<file path="src/rtl/conv_output_layer.sv">
// Serializes one parallel conv-pass vector into a FIFO write stream, index 0 first,
// with optional ReLU applied to each word on the way out.
module conv_output_layer #(
    parameter int LAYER_HEIGHT = 3,
    parameter int WORD_SIZE    = 8,
    parameter int RELU         = 1
) (
    input  logic                                    clk_i,
    input  logic                                    reset_i,
    input  logic                                    valid_i,
    output logic                                    yumi_o,
    input  logic [LAYER_HEIGHT-1:0][WORD_SIZE-1:0]  data_i,
    output logic                                    wen_o,
    input  logic                                    full_i,
    output logic [WORD_SIZE-1:0]                    data_o
);

    localparam int CW = (LAYER_HEIGHT > 1) ? $clog2(LAYER_HEIGHT) : 1;
    localparam logic [CW-1:0] LAST = CW'(LAYER_HEIGHT - 1);

    typedef enum logic {IDLE, SEND} state_t;

    state_t                                 state_q, state_d;
    logic [CW-1:0]                          cnt_q, cnt_d;
    logic [LAYER_HEIGHT-1:0][WORD_SIZE-1:0] buf_q, buf_d;
    logic                                   yumi, wen;
    logic [WORD_SIZE-1:0]                   word;

    always_ff @(posedge clk_i or posedge reset_i) begin
        if (reset_i) begin
            state_q <= IDLE;
            cnt_q   <= '0;
            buf_q   <= '0;
        end else begin
            state_q <= state_d;
            cnt_q   <= cnt_d;
            buf_q   <= buf_d;
        end
    end

    always_comb begin
        state_d = state_q;
        cnt_d   = cnt_q;
        buf_d   = buf_q;
        yumi    = 1'b0;
        wen     = 1'b0;
        case (state_q)
            IDLE: begin
                yumi = valid_i;
                if (valid_i) begin
                    buf_d   = data_i;
                    cnt_d   = '0;
                    state_d = SEND;
                end
            end
            SEND: begin
                wen = !full_i;
                if (wen) begin
                    if (cnt_q == LAST) begin
                        // Chain straight into the next vector so there is no bubble.
                        cnt_d = '0;
                        if (valid_i) begin
                            yumi  = 1'b1;
                            buf_d = data_i;
                        end else begin
                            state_d = IDLE;
                        end
                    end else begin
                        cnt_d = cnt_q + 1'b1;
                    end
                end
            end
            default: state_d = IDLE;
        endcase
    end

    // Handshake outputs are forced low for the whole time reset is held.
    assign yumi_o = yumi & ~reset_i;
    assign wen_o  = wen & ~reset_i;

    assign word   = buf_q[cnt_q];
    assign data_o = (RELU != 0 && word[WORD_SIZE-1]) ? '0 : word;

endmodule

</file>
<file path="config.mk">
export PLATFORM = sky130hd
export DESIGN_NAME = conv_output_layer
export DESIGN_NICKNAME = d
export VERILOG_FILES = /design/src/rtl/conv_output_layer.sv
export SDC_FILE = /design/constraint.sdc
export NUM_CORES = 1
export LEC_CHECK = 0
export ABC_AREA = 1
export CORE_ASPECT_RATIO = 0.9
export CORE_UTILIZATION = 30
export DETAILED_ROUTE_END_ITERATION = 8
export GPL_TIMING_DRIVEN = 0
export SETUP_SLACK_MARGIN = 0.5
export SLEW_MARGIN = 30
export SYNTH_ARGS = -nofsm -noshare
export SYNTH_HDL_FRONTEND = slang
export SYNTH_SLANG_ARGS = --single-unit
</file>
<file path="constraint.sdc">
create_clock -name clk_i -period 1.7 [get_ports clk_i]
set_clock_uncertainty 0.15 [all_clocks]
set_input_delay 0.34 -clock clk_i [delete_from_list [all_inputs] [get_ports clk_i]]
set_output_delay 0.34 -clock clk_i [all_outputs]
set_load 0.02 [all_outputs]
</file>
==> Word-level counts from Yosys, hierarchy flattened <==
Cells that the tools add are included.
W data, S select, Z words.
{ "op_classes": {"n_addsub": 1, "order_cmp": 1, "n_eq_ne": 4, "n_mux": 19, "bitwise": 4, "reduce_logical": 3} }
{ "op_table": {"columns": ["op", "count"], "rows": [
  ["$mux W24", 3],
  ["$pmux W24 S2", 1],
  ["$bmux W8 S2", 1],
  ["$mux W8", 1],
  ["$mux W7", 1],
  ["$mux W1", 6],
  ["$mux W2", 3],
  ["$ne A2 B2 Y1 const B", 2],
  ["$pmux W1 S2", 2],
  ["$pmux W2 S2", 1],
  ["$reduce_and A2 Y1", 2],
  ["$lt A2 B3 Y1 const B", 1],
  ["$add A2 B1 Y2 const B", 1],
  ["$and A1 B1 Y1", 2],
  ["$eq A2 B2 Y1 const B", 1],
  ["$ne A2 B1 Y1 const B", 1],
  ["$not A1 Y1", 2],
  ["$logic_not A1 Y1", 1]
]} }
{ "word_totals": {"regBits": 27, "inputBits": 28, "out_inout_bits": 10, "word_cells": 37} }

==> Longest topological paths before layout <==
{ "depth": {"depth_word": 5, "depth_mapped": 7, "mapped_depth_nobuf": 6} }

==> Least setup slack after synthesis <==
OpenSTA, ideal clock, no wires.
{ "synth_path": {"path_kind": "register to output", "from": "register cnt_q[0]", "to": "output port data_o[0]", "arrival_time_ns": 1.185, "required_time_ns": 1.210, "path_slack_ns": 0.025, "path_stages_with_launch": 7, "cell_sequence": "dfrtp_1 -> buf_4 -> inv_2 -> nand2_1 -> nor2_1 -> nor2_1 -> nor2_1"} }
{ "synth_via": {"elab_chain_cells": 3} }
{ "synth_lines": {"columns": ["element", "line", "source"], "rows": [
  ["from (decl)", "24", "logic [CW-1:0] cnt_q, cnt_d;"],
  ["from (signal assigned)", "36", "cnt_q <= cnt_d;"],
  ["$bmux W8 S2", "81", "assign word = buf_q[cnt_q];"],
  ["$mux W8 (not written as such)", "81", null],
  ["$mux W7", "82", "assign data_o = (RELU != 0 && word[WORD_SIZE-1]) ? '0 : word;"],
  ["to (decl)", "15", "output logic [WORD_SIZE-1:0] data_o"]
]} }
Every way passes these cells. The select of a mux whose other input is x is not followed.

==> Worst setup path in the final report <==
{ "layout_path": {"from": "register cnt_q[0]", "to": "output port yumi_o"} }
{ "layout_via": {"elab_chain_cells": 5} }
{ "layout_lines": {"columns": ["element", "line", "source"], "rows": [
  ["$eq A2 B2 Y1", "59", "if (cnt_q == LAST) begin"],
  ["$mux W1", "59", null],
  ["$mux W1", "58", "if (wen) begin"],
  ["$pmux W1 S2", "47", "case (state_q)"],
  ["$and A1 B1 Y1", "78", "assign yumi_o = yumi & ~reset_i;"],
  ["to (decl)", "11", "output logic yumi_o,"]
]} }
Every way passes these cells.

==> impl_metrics.yaml <==
final_layout:
  layout.core_utilization: 0.529
  area.growth.synth_to_final_pct: 69.6
  insertedDiodeCount: 0
  fraction_of_layout_instances_using_a_drive_strength_above_1: 0.331
  layout.cells.most_common_list: "62 x sky130_fd_sc_hd__nand2_1, 32 x sky130_fd_sc_hd__nand3_1, 25 x sky130_fd_sc_hd__dfrtp_1, 24 x sky130_fd_sc_hd__clkdlybuf4s50_1, 18 x sky130_fd_sc_hd__buf_6"
  filler_cell_count: 434
  post-route-cell-area_um2: 2340
  layout.cells.most_common: "sky130_fd_sc_hd__nand2_1"
  final_cell_count_no_fill: 307
  finalNetCount: 274
worst_setup_path:
  critPathLaunch: "cnt_q[0]$_DFFE_PP0P_"
  cp_top_family: "flip-flops"
  crit_type: "flip-flop to output port"
  timing.rr.end: "buf_q[9]$_DFFE_PP0P_"
  critical_path.endpoint: "yumi_o"
  timing.reg2reg.worst_path_depth: 8
  critPathCaptureType: "output port"
  worstReg2RegStart: "cnt_q[0]$_DFFE_PP0P_"
  path_depth: 6
  crit_fanout: 4
  r2r_setup_slack_ns: 0.15
  cp-start-kind: "flip-flop"
  crit_path_cell_trace: "buf_4 > nor2_4 > nand2_4 > buf_8 > a21oi_4 > buf_6"
  path_buf_inv: 3
  cp.arrival_ns: 1.46
  critPathRequiredTime_ns: 1.21
  largest_stage_delay_worst_path_ns: 0.46
  critPathSlowestCell: "sky130_fd_sc_hd__dfrtp_2"
placed_design:
  gp_routability_congestion: 0.775
  number_of_instances_in_the_placed_design: 283
  hpwlAfterDp_um: 2500
  port-buffer-count: 36
  place_area_um2: 1920
die:
  num_rows: 23
  starting_density: 0.312
  floorplan.die.width_um: 73.5
  io_pins: 38
  die-height_um: 66.4
  floorplan.die_area_um2: 4880
  coreArea_um2: 4430
clocking:
  cts.hold.buffers_added: 0
  cts_tree: "built"
  insertion_delay_ns: 0.28
  cts_max_level: 1
  max-clock-path-buffers: 2
  cts.root.buffer_cell: "sky130_fd_sc_hd__clkbuf_8"
  tritoncts.num_buffers: 3
  path_clk_slew_ns: 0.11
  cts_num_sinks: 27
synth:
  ys_seq_area_frac: 0.489
  syn_inst: 185
  synth.ff_latch_count: 27
  avgSynthCellArea_um2: 7.47
  synth-warning-count: 0
  synth_top_area_cell: "sky130_fd_sc_hd__dfrtp_1"
  syn_area_um2: 1380
  synth.net_count: 213
  post_synth_main_area_contributors: "sky130_fd_sc_hd__dfrtp_1 49%, sky130_fd_sc_hd__nand2_1 18%, sky130_fd_sc_hd__nand3_1 12%"
  synth_top_area_share: 0.489
  yosys.cell_types.count: 18
sta:
  period_needed_ns: 1.95
  unrepaired_setup_endpoints_after_global_routing: "true"
  timing.final.max_slew_violations: 0
  final_critical_path_setup_slack_ns: -0.254
  report.final.hold_viol_count: 0
  worst_slew_margin_rel: 0.602
  hold_slack_ns: 0.184
  timing.fmax_mhz: 512
  fin_crit_sh: 1.15
  setup_viol: 8
  slew_at_the_pin_closest_to_its_max_slew_limit_ns: 0.597
global_route:
  global_route_wire_length_before_repair_um: 6150
  maximum_number_of_pins_on_one_net_before_global_route_repair: 28
  grt_util_all_layers: 0.168
  globalRouteOverflowTotal: 0
  grt_antenna_before_repair: 0
  via_count_of_the_first_global_routing_pass: 1260
route:
  drt_first_iter_violations: 83
  detail_route.vias_per_cell: 4.56
  antenna_left: 0
  route.detailed.wl_per_inst_um: 12.7
  drc: 0
  postRouteWirelength_um: 3890
  drt-pass1-iter-count: 4
  vias: 1400
worst_hold_path:
  hold_class: "primary input to asynchronous set/reset pin"
power_and_ir_drop:
  power_density_nw_per_um2: 1650
  leakage_nw: 1.13
  peak_vdd_ir_uv: 618
run_status:
  outcome: "complete, but fails checks"
  failed_checks: "setup timing"
flow_run:
  cap_violations: 0
how the worst min path moves through the flow:
stage	from	endpoint	slack, ns
floorplan	reset_i	buf_q[0]$_DFFE_PP0P_	0.24
global placement	buf_q[20]$_DFFE_PP0P_	buf_q[20]$_DFFE_PP0P_	0.34
detailed placement	buf_q[6]$_DFFE_PP0P_	buf_q[6]$_DFFE_PP0P_	0.35
CTS	reset_i	buf_q[11]$_DFFE_PP0P_	0.21
global route	reset_i	buf_q[11]$_DFFE_PP0P_	0.22
finish	reset_i	buf_q[11]$_DFFE_PP0P_	0.18
flip-flops by register name, indices dropped and copies added (netlist names):
register  cells
buf_q        24
cnt_q         2
state_q       1
repair_timing:
action	4_1_cts	5_1_grt
pin swaps	8	6
gates resized for setup	81	24
gates cloned	3	1
endpoints found under the setup margin	35	36
setup buffers	12	4
stage by stage:
| stage | TNS (ns) | setup WS [ns] | power (W) |
|---|---|---|---|
| 2_1_floorplan | 0 | 0.161 | 0.00235 |
| 4_1_cts | -1.96 | -0.253 | 0.00365 |
| 3_5_place_dp | -6.47 | -0.896 | 0.00292 |
| 5_1_grt | -2.51 | -0.325 | 0.00415 |
| 3_3_place_gp | -12.20 | -0.879 | 0.00290 |
| 6_report | -1.90 | -0.254 | 0.00387 |
cell usage after synthesis:
cell and instances:
sky130_fd_sc_hd__nand4_1 1, sky130_fd_sc_hd__o21ai_0 2, sky130_fd_sc_hd__nand2_4 2, sky130_fd_sc_hd__nand2_2 1
sky130_fd_sc_hd__a22oi_1 1, sky130_fd_sc_hd__nand3_1 34, sky130_fd_sc_hd__nor2_4 1, sky130_fd_sc_hd__nand2_1 67
sky130_fd_sc_hd__inv_2 2, sky130_fd_sc_hd__nor2_1 24, sky130_fd_sc_hd__buf_2 5, sky130_fd_sc_hd__conb_1 1
sky130_fd_sc_hd__a21oi_1 1, sky130_fd_sc_hd__dfrtp_1 27, sky130_fd_sc_hd__buf_4 2, sky130_fd_sc_hd__buf_6 2
sky130_fd_sc_hd__inv_1 11, sky130_fd_sc_hd__nand3_2 1
layout make-up:
type | instances | area [um^2] | area share
buffer | 9 | 98.8 | 0.0422
clock buffer | 3 | 41.3 | 0.0176
clock inverter | 1 | 7.51 | 0.00321
inverter | 13 | 58.8 | 0.0251
multi-input combinational | 136 | 777 | 0.332
sequential | 27 | 678 | 0.290
tap | 62 | 77.6 | 0.0331
timing repair buffer | 56 | 603 | 0.257
layer usage:
metal	track usage	share of wire	up-vias
li1	-	-	697
met1	0.249	0.49	664
met2	0.252	0.47	34
met3	0.0244	0.034	5
met4	0.0433	0.0095	0
met5	0	0	-
kinds of logic after synthesis:
family / count (synthesis) / share of synthesized area
flops: 27 / 0.489
buf+inv: 22 / 0.0806
simple gates: 131 / 0.411
other cells: 1 / 0.00271
compound gates: 4 / 0.0163
power by group:
part	switching (W)	internal (W)	total, W
registers	0.000223	0.000932	0.00115
clock network	0.000225	0.000167	0.000391
logic	0.00123	0.00110	0.00233
total	0.00168	0.00220	0.00387
Note: power is estimated with default switching activity, not from simulation.
